`src/rtl/mccoy_instr_feeder_if.sv`:
```
// Program load port of the McCoy instruction feeder: one 6-bit instruction per beat,
// valid/ready handshake, with a last-beat marker.
interface mccoy_instr_feeder_if;
    logic       load_valid;
    logic [5:0] load_data;
    logic       load_last;
    logic       load_ready;

    modport master (
        output load_valid,
        output load_data,
        output load_last,
        input  load_ready
    );

    modport slave (
        input  load_valid,
        input  load_data,
        input  load_last,
        output load_ready
    );
endinterface

```
`src/rtl/mccoy_instr_feeder.sv`:
```
// Buffers a short program, then drives the McCoy core: a reset pulse of RESET_CYCLES clocks,
// followed by one instruction per clock, optionally looping.
module mccoy_instr_feeder #(
    parameter int         DEPTH        = 16,
    parameter int         RESET_CYCLES = 2,
    parameter logic [5:0] IDLE_WORD    = 6'b000000
) (
    input  logic                   clk,
    input  logic                   reset_n,
    mccoy_instr_feeder_if.slave    load,
    input  logic                   start,
    input  logic                   stop,
    input  logic                   loop_en,
    output logic [5:0]             instr,
    output logic                   core_reset,
    output logic                   running,
    output logic                   done,
    output logic [$clog2(DEPTH):0] prog_len
);
    localparam int AW = $clog2(DEPTH);
    localparam int PW = AW + 1;
    localparam int CW = $clog2(RESET_CYCLES) + 1;

    typedef enum logic [1:0] {S_IDLE, S_RST, S_RUN, S_DONE} state_t;

    state_t          state_reg, state_next;
    logic [AW-1:0]   wr_ptr_reg;
    logic [AW-1:0]   pc_reg;
    logic [PW-1:0]   prog_len_reg;
    logic [CW-1:0]   rst_cnt_reg;
    logic            last_reg;
    logic [5:0]      instr_reg;
    logic [5:0]      mem [DEPTH];

    logic ready_c;
    logic beat_acc;
    logic beat_term;
    logic start_ok;
    logic rst_over;
    logic pc_at_end;
    logic issue;

    assign beat_acc  = load.load_valid && ready_c;
    assign beat_term = load.load_last || (wr_ptr_reg == AW'(DEPTH - 1));
    assign start_ok  = start && ready_c && (prog_len_reg != '0) && (wr_ptr_reg == '0) && !beat_acc;
    assign rst_over  = (rst_cnt_reg == CW'(RESET_CYCLES - 1));
    assign pc_at_end = (PW'(pc_reg) == prog_len_reg - PW'(1));

    always_ff @(posedge clk or negedge reset_n) begin
        if (!reset_n) begin
            state_reg <= S_IDLE;
        end else begin
            state_reg <= state_next;
        end
    end

    always_comb begin
        state_next = state_reg;
        case (state_reg)
            S_IDLE: if (start_ok) state_next = S_RST;
            S_RST: begin
                if (stop)          state_next = S_IDLE;
                else if (rst_over) state_next = S_RUN;
            end
            S_RUN: begin
                if (stop)          state_next = S_IDLE;
                else if (last_reg) state_next = S_DONE;
            end
            S_DONE: begin
                if (beat_acc)      state_next = S_IDLE;
                else if (start_ok) state_next = S_RST;
            end
            default: state_next = S_IDLE;
        endcase
    end

    // Status outputs decode the state register only, so they carry no input-to-output path.
    always_comb begin
        ready_c    = 1'b0;
        running    = 1'b0;
        done       = 1'b0;
        core_reset = 1'b0;
        issue      = 1'b0;
        case (state_reg)
            S_IDLE: begin
                ready_c    = 1'b1;
                core_reset = 1'b1;
            end
            S_RST: begin
                running    = 1'b1;
                core_reset = 1'b1;
                issue      = !stop && rst_over;
            end
            S_RUN: begin
                running    = 1'b1;
                issue      = !stop && !last_reg;
            end
            S_DONE: begin
                ready_c    = 1'b1;
                done       = 1'b1;
            end
            default: core_reset = 1'b1;
        endcase
    end

    assign load.load_ready = ready_c;
    assign instr           = instr_reg;
    assign prog_len        = prog_len_reg;

    always_ff @(posedge clk) begin
        if (beat_acc) begin
            mem[wr_ptr_reg] <= load.load_data;
        end
    end

    // last_reg marks that the word now on instr ends a non-looping program; DONE follows next edge.
    always_ff @(posedge clk or negedge reset_n) begin
        if (!reset_n) begin
            wr_ptr_reg   <= '0;
            pc_reg       <= '0;
            prog_len_reg <= '0;
            rst_cnt_reg  <= '0;
            last_reg     <= 1'b0;
            instr_reg    <= IDLE_WORD;
        end else begin
            if (beat_acc) begin
                if (beat_term) begin
                    wr_ptr_reg   <= '0;
                    prog_len_reg <= PW'(wr_ptr_reg) + PW'(1);
                end else begin
                    wr_ptr_reg   <= wr_ptr_reg + AW'(1);
                end
            end

            if (state_reg == S_RST) rst_cnt_reg <= rst_cnt_reg + CW'(1);
            else                    rst_cnt_reg <= '0;

            if (issue) begin
                instr_reg <= mem[pc_reg];
                last_reg  <= pc_at_end && !loop_en;
                pc_reg    <= pc_at_end ? '0 : pc_reg + AW'(1);
            end else begin
                instr_reg <= IDLE_WORD;
                last_reg  <= 1'b0;
                pc_reg    <= '0;
            end
        end
    end
endmodule

```
`src/flat_wrapper.sv`:
```
// flat-port wrapper written by rule: the top's interface ports become plain ports
module mccoy_instr_feeder_flat 
#(
    parameter int         DEPTH        = 16,
    parameter int         RESET_CYCLES = 2,
    parameter logic [5:0] IDLE_WORD    = 6'b000000
)
  (clk, reset_n, start, stop, loop_en, instr, core_reset, running, done, prog_len, load_load_valid, load_load_data, load_load_last, load_load_ready);
  mccoy_instr_feeder_if load_i ();
  input  logic clk;
  input  logic reset_n;
  input  logic start;
  input  logic stop;
  input  logic loop_en;
  output logic [5:0] instr;
  output logic core_reset;
  output logic running;
  output logic done;
  output logic [$clog2(DEPTH):0] prog_len;
  input wire logic [$bits(load_i.load_valid)-1:0] load_load_valid;
  input wire logic [$bits(load_i.load_data)-1:0] load_load_data;
  input wire logic [$bits(load_i.load_last)-1:0] load_load_last;
  output wire logic [$bits(load_i.load_ready)-1:0] load_load_ready;
  assign load_i.load_valid = load_load_valid;
  assign load_i.load_data = load_load_data;
  assign load_i.load_last = load_load_last;
  assign load_load_ready = load_i.load_ready;
  mccoy_instr_feeder #(.DEPTH(DEPTH), .RESET_CYCLES(RESET_CYCLES), .IDLE_WORD(IDLE_WORD)) u_core (.clk(clk), .reset_n(reset_n), .load(load_i), .start(start), .stop(stop), .loop_en(loop_en), .instr(instr), .core_reset(core_reset), .running(running), .done(done), .prog_len(prog_len));
endmodule
```
`config.mk`:
```
export PLATFORM = sky130hd
export DESIGN_NAME = mccoy_instr_feeder_flat
export DESIGN_NICKNAME = d
export VERILOG_FILES = /design/src/rtl/mccoy_instr_feeder_if.sv /design/src/rtl/mccoy_instr_feeder.sv /design/src/flat_wrapper.sv
export SDC_FILE = /design/constraint.sdc
export NUM_CORES = 1
export LEC_CHECK = 0
export ABC_CLOCK_PERIOD_IN_PS = 2600
export CORE_MARGIN = 1
export CORE_UTILIZATION = 50
export CTS_BUF_LIST = sky130_fd_sc_hd__clkbuf_16
export DETAILED_ROUTE_END_ITERATION = 8
export PLACE_DENSITY = 0.73
export SLEW_MARGIN = 20
export SYNTH_ARGS = -nofsm -noshare
export SYNTH_HDL_FRONTEND = slang
export SYNTH_SLANG_ARGS = --single-unit
```
`constraint.sdc`:
```
create_clock -name clk -period 2.6 [get_ports clk]
set_input_delay 0.26 -clock clk [delete_from_list [all_inputs] [get_ports clk]]
set_output_delay 0.26 -clock clk [all_outputs]
set_load 0.01 [all_outputs]
```
==> out/metrics.csv <==
metric;value;unit
cts_tree;done;
min_path_type;input port to asynchronous set/reset pin;
fin_skew;0.0276;ns
drt-initial-drc-count;150;
fin_tns_setup;0;ns
path_max_fanout;6;
fin_crit_sh;85.9;%
syn_area;5100;um^2
n_antenna_cell;0;
min_period;2.23;ns
synth_edf_count;96;
synthArstFlopShare;20.0;%
firstDrtPassIters;4;
grt_setup_unrepaired;no;
outcome;finished clean;
netlist_instances;289;
drive_gt1_share;16.4;%
antenna_found_initial;0;
ir_drop;0.633;mV
largest_reg_flops;96;
die-area;10600;um^2
rows;36;
fin_util;61.9;%
grt_pass1_vias;2699;
reg2reg_slack;0.37;ns
max-slew-margin-rel;50.4;%
critical_path_class;register to register;
viasPerCell;5.58;
r2r_start;u_core.state_reg[0]$_DFFE_PN0P_;
worstReg2RegEnd;u_core.mem[9][3]$_DFFE_PP_;
hold_viol;0;
tightest_slew;0.741;ns
grt_remaining_overflow;0;
ant_nets;0;
cts.sinks;120;
dp_slack;0.380;ns
via_count;2649;
drc;0;
numPortBuffers;27;
wire_per_inst;21.2;um
grtUsageMet2;34.0;%
power_leakage;0.00213;uW
cts_buffer_depth;2;
grt.met1_usage;28.4;%
ys.flop_type;edfxtp_1;
syn_to_final_growth;19.2;%
most-common-layout-cells;edfxtp_1 (96), clkdlybuf4s50_1 (27), dfrtp_1 (24), clkbuf_16 (17), and2_1 (16);
cap_violations;0;
ios;28;
cts.htree.levels;4;
end_kind;register;
ff2ff_path_depth;5;
die_w;103;um
insertion_delay;0.42;ns
powerDensity;929;nW/um^2
hold_buffers;0;
grt_use_total;21.3;%
die_h;103;um
fmax;448;MHz
dp_hpwl;6560;um
ctsResizeCount;0;
final_common_cell;edfxtp_1;
synth.distinct_cells;42;
setup_viol;0;
grt_use_met3;4.95;%
cts_setup_buffers;0;
place_congestion;0.782;
synth-seq-cells;120;
post_synth.cell_area_avg;17.6;um^2
drv_slew;0;
ys_seq_area_share;68.3;%
startpoint_type;register;
wl;10100;um
grt_pass1_wl;15300;um
cp.required;2.68;ns
yosys_warnings;0;
grt_start_max_net_pins;29;
initial_core_util;51.9;%
cts_made_buffers;17;
cts_root_buf;clkbuf_16;
busiest_layer;met2;
setup_slack;0.368;ns
syn_nets;314;
fin_nets;354;
critPathArrivalTime;2.32;ns
coreArea;9820;um^2
cts.clk_slew.worst_paths;0.06;ns
-- kinds of logic (layout without fill, tap and decap cells) --
logic type / after synthesis / after routing / synth area share [%]
flops: 120 / 120 / 68.3
simple gates: 65 / 65 / 7.34
mux: 31 / 31 / 12.7
compound gates: 30 / 30 / 4.54
buf+inv: 22 / 75 / 2.55
fa+ha+maj: 12 / 12 / 2.95
xor+xnor: 9 / 9 / 1.55
-- how the worst max path moves through the flow --
stage / start / end / slack (ns) / depth (start not counted)
3_5_place_dp: u_core.state_reg[1]$_DFFE_PN0P_ / u_core.mem[9][3]$_DFFE_PP_ / 0.38 / 5
3_3_place_gp: u_core.state_reg[0]$_DFFE_PN0P_ / u_core.mem[9][4]$_DFFE_PP_ / 0.43 / 5
6_report: u_core.state_reg[0]$_DFFE_PN0P_ / u_core.mem[9][3]$_DFFE_PP_ / 0.37 / 5
4_1_cts: u_core.state_reg[0]$_DFFE_PN0P_ / u_core.mem[9][3]$_DFFE_PP_ / 0.36 / 5
5_1_grt: u_core.state_reg[0]$_DFFE_PN0P_ / u_core.mem[9][3]$_DFFE_PP_ / 0.20 / 5
2_1_floorplan: u_core.state_reg[0]$_DFFE_PN0P_ / u_core.mem[4][0]$_DFFE_PP_ / 0.64 / 5
-- critical path, cell delays in order (launching register included) --
cell and delay, ns:
dfrtp_1 0.39, inv_1 0.08, ha_1 0.36, nand2b_1 0.23, nor3b_1 0.45, and2_1 0.38
-- metrics by stage --
stage	instance area [um^2]	power, uW	std cells	hold slack (ns)
final	6080	5640	475	0.201
after global routing	6080	5860	475	0.239
after CTS	6080	5670	475	0.222
after detailed placement	5500	3460	443	0.431
after global placement	5500	3430	443	0.422
after floorplan	5100	3050	289	-0.0356
-- report_power, final --
part | total (uW) | switching [uW] | leakage [uW] | internal (uW)
registers | 2350 | 110 | 0.00119 | 2240
clock network | 2230 | 894 | 0.000276 | 1330
logic | 1070 | 580 | 0.000661 | 489
-- metal layers --
metal	part of all wire, %	routed length, um	vias to the layer above
met2	50	5030	64
met5	0	0	-
met4	0.91	92	0
li1	-	-	1222
met3	3.5	356	8
met1	46	4580	1355
-- cell type report --
cell class              count  area, um^2
clock buffers              17         425
clock inverters            15         149
fillers                   729        3740
inverters                   9        33.8
multi-input cells         147        1480
flip-flops and latches    120        3480
well taps                 133         166
repair buffers             34         335
-- synth_stat cells, types with 6 or more instances --
library cell	instances	share of area (%)
edfxtp_1	96	57
dfrtp_1	24	12
and2_1	16	2.0
mux4_2	14	6.2
ha_1	12	2.9
nor3_1	11	1.1
mux4_1	10	5.2
inv_1	9	0.66
nand2_1	8	0.59
o21ai_0	8	0.79
a221o_1	6	1.2
mux2i_1	6	1.2
nand2b_1	6	0.74
nor2_1	6	0.44
xnor2_1	6	1.0
Note: power is estimated with default switching activity, not from simulation.
